File: config.mk
export PLATFORM = sky130hd
export DESIGN_NAME = leve2_regread
export DESIGN_NICKNAME = d
export VERILOG_FILES = /design/src/rtl/leve2_pkg.sv /design/src/rtl/leve2_regfile.sv /design/src/rtl/leve2_regread.sv
export SDC_FILE = /design/constraint.sdc
export NUM_CORES = 2
export LEC_CHECK = 0
export CAP_MARGIN = 20
export CORE_MARGIN = 10
export CORE_UTILIZATION = 40
export CTS_CLUSTER_SIZE = 40
export DETAILED_ROUTE_END_ITERATION = 12
export GPL_ROUTABILITY_DRIVEN = 0
export SYNTH_ARGS = -nofsm -noshare
export SYNTH_HDL_FRONTEND = slang
export SYNTH_HIERARCHICAL = 1
export SYNTH_SLANG_ARGS = --single-unit
File: constraint.sdc
create_clock -name CLK -period 3.9 [get_ports CLK]
set_input_delay 0.39 -clock CLK [delete_from_list [all_inputs] [get_ports CLK]]
set_output_delay 0.39 -clock CLK [all_outputs]
set_load 0.05 [all_outputs]
File: src/rtl/leve2_pkg.sv
// leve2_pkg -- shared definitions for the LEVE2 decode/operand-read stage.
//
// Contents:
//   OP_*        RV opcode constants that carry an immediate
//   imm_fmt_e   immediate format selected by the opcode
//   imm_fmt()   opcode -> immediate format
//   imm_gen()   sign-extended immediate, always built at 64 bits; callers
//               keep the low xlen bits
package leve2_pkg;

  localparam logic [6:0] OP_LOAD   = 7'b0000011;
  localparam logic [6:0] OP_IMM    = 7'b0010011;
  localparam logic [6:0] OP_IMM32  = 7'b0011011;
  localparam logic [6:0] OP_JALR   = 7'b1100111;
  localparam logic [6:0] OP_SYSTEM = 7'b1110011;
  localparam logic [6:0] OP_STORE  = 7'b0100011;
  localparam logic [6:0] OP_BRANCH = 7'b1100011;
  localparam logic [6:0] OP_LUI    = 7'b0110111;
  localparam logic [6:0] OP_AUIPC  = 7'b0010111;
  localparam logic [6:0] OP_JAL    = 7'b1101111;

  typedef enum logic [2:0] {
    FMT_I,
    FMT_S,
    FMT_B,
    FMT_U,
    FMT_J,
    FMT_NONE
  } imm_fmt_e;

  function automatic imm_fmt_e imm_fmt(input logic [6:0] opcode);
    imm_fmt_e fmt;
    case (opcode)
      OP_LOAD, OP_IMM, OP_IMM32, OP_JALR, OP_SYSTEM: fmt = FMT_I;
      OP_STORE:                                      fmt = FMT_S;
      OP_BRANCH:                                     fmt = FMT_B;
      OP_LUI, OP_AUIPC:                              fmt = FMT_U;
      OP_JAL:                                        fmt = FMT_J;
      default:                                       fmt = FMT_NONE;
    endcase
    return fmt;
  endfunction

  // Every format is sign-extended from instr[31]; for a 32-bit datapath the
  // upper word is cleared so the value is identical whichever slice is kept.
  function automatic logic [63:0] imm_gen(input logic [31:0] instr, input int xlen);
    logic [63:0] imm;
    case (imm_fmt(instr[6:0]))
      FMT_I:   imm = {{52{instr[31]}}, instr[31:20]};
      FMT_S:   imm = {{52{instr[31]}}, instr[31:25], instr[11:7]};
      FMT_B:   imm = {{51{instr[31]}}, instr[31], instr[7], instr[30:25],
                      instr[11:8], 1'b0};
      FMT_U:   imm = {{32{instr[31]}}, instr[31:12], 12'h000};
      FMT_J:   imm = {{43{instr[31]}}, instr[31], instr[19:12], instr[20],
                      instr[30:21], 1'b0};
      default: imm = 64'd0;
    endcase
    if (xlen == 32) imm[63:32] = 32'd0;
    return imm;
  endfunction

endpackage

File: src/rtl/leve2_regfile.sv
// leve2_regfile -- integer register file for the LEVE2 decode stage.
//
// Ports:
//   CLK     in   clock, write on rising edge
//   we      in   write enable
//   waddr   in   write index (5 bits)
//   wdata   in   write data (XLEN)
//   raddr1  in   read port 1 index
//   rdata1  out  read port 1 data (asynchronous)
//   raddr2  in   read port 2 index
//   rdata2  out  read port 2 data (asynchronous)
//
// x0 and indices >= NUM_REG read as zero and are never written. The array is
// not reset; same-cycle read-after-write is resolved by the caller's bypass.
module leve2_regfile
  import leve2_pkg::*;
#(
  parameter int NUM_REG = 32,
  parameter int XLEN    = 64
) (
  input  logic            CLK,
  input  logic            we,
  input  logic [4:0]      waddr,
  input  logic [XLEN-1:0] wdata,
  input  logic [4:0]      raddr1,
  output logic [XLEN-1:0] rdata1,
  input  logic [4:0]      raddr2,
  output logic [XLEN-1:0] rdata2
);

  localparam int         AW   = $clog2(NUM_REG);
  localparam logic [5:0] NREG = 6'(NUM_REG);

  logic [XLEN-1:0] regs [NUM_REG];

  // Index is a real register only if non-zero and below NUM_REG; the range
  // guard also stops RV-E indices from aliasing onto low registers.
  function automatic logic valid_idx(input logic [4:0] idx);
    return (idx != 5'd0) && ({1'b0, idx} < NREG);
  endfunction

  // Synchronous write, silently dropping x0 and out-of-range targets.
  always_ff @(posedge CLK) begin
    if (we && valid_idx(waddr)) regs[waddr[AW-1:0]] <= wdata;
  end

  // Asynchronous reads with x0 / out-of-range forced to zero.
  always_comb begin
    rdata1 = valid_idx(raddr1) ? regs[raddr1[AW-1:0]] : '0;
    rdata2 = valid_idx(raddr2) ? regs[raddr2[AW-1:0]] : '0;
  end

endmodule

File: src/rtl/leve2_regread.sv
// leve2_regread -- LEVE2 decode/operand-read stage between fetch and execute.
//
// Ports:
//   CLK, RST                 clock, synchronous active-high reset
//   I_VALID/I_READY          fetch handshake; I_PC, I_INSTR incoming instruction
//   FLUSH                    redirect: kill held and incoming instruction
//   O_VALID/O_READY          execute handshake
//   O_PC, O_INSTR            registered PC and instruction
//   O_RS1, O_RS2, O_IMM      operands and sign-extended immediate
//   O_ILLEGAL                rs1/rs2/rd index >= NUM_REG
//   EX_VALID/WE/LOAD/RD/DATA EX stage forwarding and load-use information
//   WB_WE/RD/DATA            write-back port (register file write + bypass)
module leve2_regread
  import leve2_pkg::*;
#(
  parameter int XLEN    = 64,
  parameter int NUM_REG = 32
) (
  input  logic            CLK,
  input  logic            RST,
  input  logic            I_VALID,
  output logic            I_READY,
  input  logic [XLEN-1:0] I_PC,
  input  logic [31:0]     I_INSTR,
  input  logic            FLUSH,
  output logic            O_VALID,
  input  logic            O_READY,
  output logic [XLEN-1:0] O_PC,
  output logic [31:0]     O_INSTR,
  output logic [XLEN-1:0] O_RS1,
  output logic [XLEN-1:0] O_RS2,
  output logic [XLEN-1:0] O_IMM,
  output logic            O_ILLEGAL,
  input  logic            EX_VALID,
  input  logic            EX_WE,
  input  logic            EX_LOAD,
  input  logic [4:0]      EX_RD,
  input  logic [XLEN-1:0] EX_DATA,
  input  logic            WB_WE,
  input  logic [4:0]      WB_RD,
  input  logic [XLEN-1:0] WB_DATA
);

  localparam logic [5:0] NREG = 6'(NUM_REG);

  logic [4:0]      rs1, rs2, rd;
  logic            hold, hazard, ex_fwd, illegal;
  logic [XLEN-1:0] rf_rs1, rf_rs2, op1, op2, imm;
  logic [63:0]     imm_full;

  assign rs1 = I_INSTR[19:15];
  assign rs2 = I_INSTR[24:20];
  assign rd  = I_INSTR[11:7];

  leve2_regfile #(
    .NUM_REG (NUM_REG),
    .XLEN    (XLEN)
  ) u_regfile (
    .CLK    (CLK),
    .we     (WB_WE),
    .waddr  (WB_RD),
    .wdata  (WB_DATA),
    .raddr1 (rs1),
    .rdata1 (rf_rs1),
    .raddr2 (rs2),
    .rdata2 (rf_rs2)
  );

  // Operand priority: x0, out-of-range, EX forward (non-load only), WB bypass,
  // then the array. EX is younger than WB, so it wins when both match.
  function automatic logic [XLEN-1:0] pick(
    input logic [4:0]      idx,
    input logic [XLEN-1:0] rf_val,
    input logic            ex_en,
    input logic [4:0]      ex_idx,
    input logic [XLEN-1:0] ex_val,
    input logic            wb_en,
    input logic [4:0]      wb_idx,
    input logic [XLEN-1:0] wb_val
  );
    if (idx == 5'd0 || {1'b0, idx} >= NREG) return '0;
    else if (ex_en && ex_idx == idx)        return ex_val;
    else if (wb_en && wb_idx == idx)        return wb_val;
    else                                    return rf_val;
  endfunction

  // Handshake, interlock and operand/immediate decode. The hazard compare
  // ignores instruction format on purpose: a spurious stall is harmless.
  always_comb begin
    hold     = O_VALID && !O_READY;
    hazard   = I_VALID && EX_VALID && EX_LOAD && EX_WE && (EX_RD != 5'd0) &&
               ((EX_RD == rs1) || (EX_RD == rs2));
    I_READY  = FLUSH || (!hold && !hazard);
    ex_fwd   = EX_VALID && EX_WE && !EX_LOAD;
    illegal  = ({1'b0, rs1} >= NREG) || ({1'b0, rs2} >= NREG) ||
               ({1'b0, rd} >= NREG);
    imm_full = imm_gen(I_INSTR, XLEN);
    imm      = imm_full[XLEN-1:0];
    op1      = pick(rs1, rf_rs1, ex_fwd, EX_RD, EX_DATA, WB_WE, WB_RD, WB_DATA);
    op2      = pick(rs2, rf_rs2, ex_fwd, EX_RD, EX_DATA, WB_WE, WB_RD, WB_DATA);
  end

  // Output register: flush > hold (with WB refresh of the held operands so
  // they never go stale) > load-use bubble > normal capture.
  always_ff @(posedge CLK) begin
    if (RST) begin
      O_VALID   <= 1'b0;
      O_PC      <= '0;
      O_INSTR   <= 32'd0;
      O_RS1     <= '0;
      O_RS2     <= '0;
      O_IMM     <= '0;
      O_ILLEGAL <= 1'b0;
    end else if (FLUSH) begin
      O_VALID <= 1'b0;
    end else if (hold) begin
      if (WB_WE && WB_RD != 5'd0 && WB_RD == O_INSTR[19:15]) O_RS1 <= WB_DATA;
      if (WB_WE && WB_RD != 5'd0 && WB_RD == O_INSTR[24:20]) O_RS2 <= WB_DATA;
    end else if (hazard) begin
      O_VALID <= 1'b0;
    end else begin
      O_VALID   <= I_VALID;
      O_PC      <= I_PC;
      O_INSTR   <= I_INSTR;
      O_RS1     <= op1;
      O_RS2     <= op2;
      O_IMM     <= imm;
      O_ILLEGAL <= illegal;
    end
  end

endmodule
==> impl_metrics.py <==
metrics = {
    "power_and_ir_drop": {
        "clkPwrFrac": 0.402,
        "p_seq_frac": 0.481,
        "finalPower_uw": 57540,
        "power_switching_uw": 14220,
        "cellPowerDensity_mw_per_mm2": 447.1,
        "comb_power_share": 0.117,
        "p_int_uw": 43320,
        "peakVddDrop_v": 0.0005017,
        "power.leakage_uw": 0.04211,
        "switching_share": 0.2471,
    },
    "floorplanning": {
        "num_rows": 190,
        "die-area_mm2": 0.2911,
        "die_h_um": 539.6,
        "die_x_um": 539.6,
        "start_util": 0.4023,
        "boundaryPins": 534,
        "core_mm2": 0.2684,
    },
    "run": {
        "timing.max_cap.violations": 0,
    },
    "worst_setup_path": {
        "reg2reg_depth": 7,
        "rrSetupSlack_ns": 1.26,
        "cp-start-kind": "primary input",
        "timing.rr.start": "O_VALID$_SDFFE_PP0N_",
        "crit_arrival_ns": 3.05,
        "crit_fanout": 29,
        "end_kind": "output pin",
        "timing.rr.end": "O_RS1[36]$_SDFFE_PP0P_",
        "crit_type": "in -> out",
        "critPathRequiredTime_ns": 3.51,
    },
    "worst_hold_path": {
        "holdPathEnd": "O_INSTR[24]$_SDFFE_PP0P_",
        "min_delay_path_depth": 3,
        "min_from": "I_INSTR[24]",
        "hold_path_class": "in -> reg",
    },
    "timing": {
        "finalClockSkew_ns": 0.02784,
        "tightestPinTransition_ns": 1.154,
        "period_minus_slack_ns": 3.442,
        "finalSetupViolations": 0,
        "worst_slack_ns": 0.4579,
        "rsz0062_at_grt": "false",
        "fin_crit_sh": 0.8826,
        "max_freq_mhz": 290.5,
        "report.final.slew_viol_count": 0,
        "relSlewSlack": 0.2285,
        "final_hold_viol_count": 0,
    },
    "global_route": {
        "grt_pass1_vias": 70510,
        "grt_first_pass_wirelength_um": 547400,
        "grt_use_total": 0.2593,
        "gr-total-overflow": 0,
        "antenna_found_initial": 26,
        "grt_max_degree": 129,
    },
    "synthesis": {
        "synth_top_area_share": 0.5695,
        "synthesis.area_mm2": 0.1080,
        "yosysSeqAreaShare": 0.6172,
        "synth_cell_types": 69,
        "synth_edf_count": 2048,
        "synth_top_area_cell": "edfxtp_1",
        "synth_warnings": 6,
        "ys_async_sr_fraction": 0,
        "ys_seq_elements": 2305,
        "synth-main-ff-cell": "edfxtp_1",
        "netlist_instances": 6302,
        "synth_area_leaders": "edfxtp_1, mux4_2, dfxtp_1",
        "avgSynthCellArea_um2": 17.13,
    },
    "clocking": {
        "max-clock-path-buffers": 3,
        "cts_num_sinks": 2305,
        "clk_pin_slew_worst_paths_ns": 0.06,
        "clk_latency_ns": 0.90,
        "ctsHtreeMaxLevel": 4,
        "root_buffer": "clkbuf_16",
        "cts_setup_buffers": 0,
        "cts_tree": "yes",
        "cts_inserted_buffers": 232,
    },
    "final_layout": {
        "drive_gt1_frac": 0.2834,
        "nNetsFinal": 7221,
        "syn_to_final_growth_pct": 19.19,
        "stdcell_count": 10750,
    },
    "routing": {
        "first_pass_iters": 6,
        "drc_errors": 0,
        "drtIter0Drc": 9275,
        "wl_um": 391700,
        "vias_per_cell": 6.562,
        "drtAntennaViolNets": 0,
        "vias": 70520,
        "routedWlPerCell_um": 36.44,
    },
    "placed_design": {
        "dp_hpwl_um": 239100,
        "place_inst": 10280,
        "portBuffers": 532,
        "post-place-ws_ns": 0.1488,
    },
    "run_status": {
        "status": "finished clean",
    },
}
[kinds of logic after synthesis]
logic type	synth area share
flops	0.6172
mux	0.2404
compound gates	0.07442
simple gates	0.03814
buf+inv	0.02726
xor+xnor	0.002514
other cells	0.00006955
[stage by stage]
stage / hold WS (ns) / instance area [µm²] / TNS [ns] / utilization
after floorplan: 0.4889 / 108200 / -161.52 / -
after global placement: 0.4467 / 120500 / 0 / 0.4491
after detailed placement: 0.4458 / 120600 / 0 / 0.4492
after CTS: 0.001757 / 128500 / 0 / 0.4787
after global routing: 0.04186 / 128700 / 0 / 0.4795
final: 0.05516 / 128700 / 0 / 0.4795
[worst max-delay path, cell delays in order]
cell and delay [ns]:
dlygate4sd3_1 0.57, buf_6 0.38, xnor2_1 0.18, nand3_1 0.15, or2_2 0.37, a21oi_4 0.54
o21ai_0 0.20, buf_4 0.24
[cell usage after synthesis, drive strengths merged (6+ instances only)]
cell type / number
nor3: 72
nand3b: 9
a21o: 55
mux2: 149
o22ai: 71
nor2: 180
a21boi: 6
xnor2: 10
a311oi: 68
a22o: 59
o2bb2ai: 23
o221ai: 69
nand3: 12
or3b: 6
a221o: 70
and3: 64
mux4: 920
a21oi: 195
nand2: 277
nand2b: 17
edfxtp: 2048
nor4: 11
a211oi: 59
buf: 296
a31o: 64
clkbuf: 308
a31oi: 12
or3: 6
dfxtp: 257
a22oi: 79
o21ai: 77
and2: 69
nand4: 96
a221oi: 68
xor2: 21
nor2b: 6
mux2i: 356
o31ai: 97
[power by group through the flow]
| stage | sequential (µW) | clock, µW | combinational [µW] |
|---|---|---|---|
| CTS | 27700 | 23400 | 6700 |
| global route | 27700 | 24400 | 7050 |
| finish | 27700 | 23100 | 6750 |
| detailed placement | 28200 | 0 | 6680 |
| global placement | 28200 | 0 | 6630 |
| floorplan | 28800 | 0 | 3180 |
[layout by cell type (no fill, tap or decap), drive strengths merged, types with 72 or more instances in the layout]
master         synthesis  final
a21oi                195    195
mux2i                356    356
edfxtp              2048   2048
clkdlybuf4s50          0    518
o31ai                 97     97
dfxtp                257    257
o21ai                 77     77
mux4                 920    920
a22oi                 79     79
nand4                 96     96
clkbuf               308    346
nor3                  72     72
buf                  296    453
mux2                 149    149
nor2                 180    180
nand2                277    277
[final cells by class]
cell class / count / area [µm²]
diodes: 11 / 27.53
multi-input cells: 3452 / 39050
clock inverters: 101 / 1109
flip-flops and latches: 2305 / 66640
fillers: 22340 / 139700
repair buffers: 983 / 10660
inverters: 4 / 21.27
well taps: 3552 / 4444
clock buffers: 339 / 6749
[metal layers]
layer  vias to the layer above  track usage  share of wire
met1                     37380       0.3482           0.39
met5                         -            0        0.00029
met3                       764      0.06168           0.11
met4                        16      0.08393          0.035
li1                      27900            -              -
met2                      4456       0.4171           0.47
[worst max path at each step]
stage                           start                              end  slack, ns  cells past startpoint
after floorplan              WB_RD[1]  u_regfile/regs[12][0]$_DFFE_PP_      -0.30                      3
after global placement    I_INSTR[22]            O_RS2[7]$_SDFFE_PP0P_       0.19                     11
after detailed placement  I_INSTR[22]            O_RS2[7]$_SDFFE_PP0P_       0.15                     11
after CTS                 I_INSTR[17]                          I_READY       0.40                      8
after global routing      I_INSTR[21]                          I_READY       0.35                      8
final                     I_INSTR[17]                          I_READY       0.46                      8
[state kept, by name, indices dropped and copies added, names as in the netlist]
register        cells
O_INSTR            32
O_RS1              64
O_RS2              64
O_VALID             1
u_regfile/regs   2048
O_IMM              32
O_PC               64
[timing repair]
action                                 in CTS  in global routing
gates resized for setup                     0                  0
hold buffers                                5                  0
endpoints found under the hold margin       7                  0
Note: power is estimated with default switching activity, not from simulation.
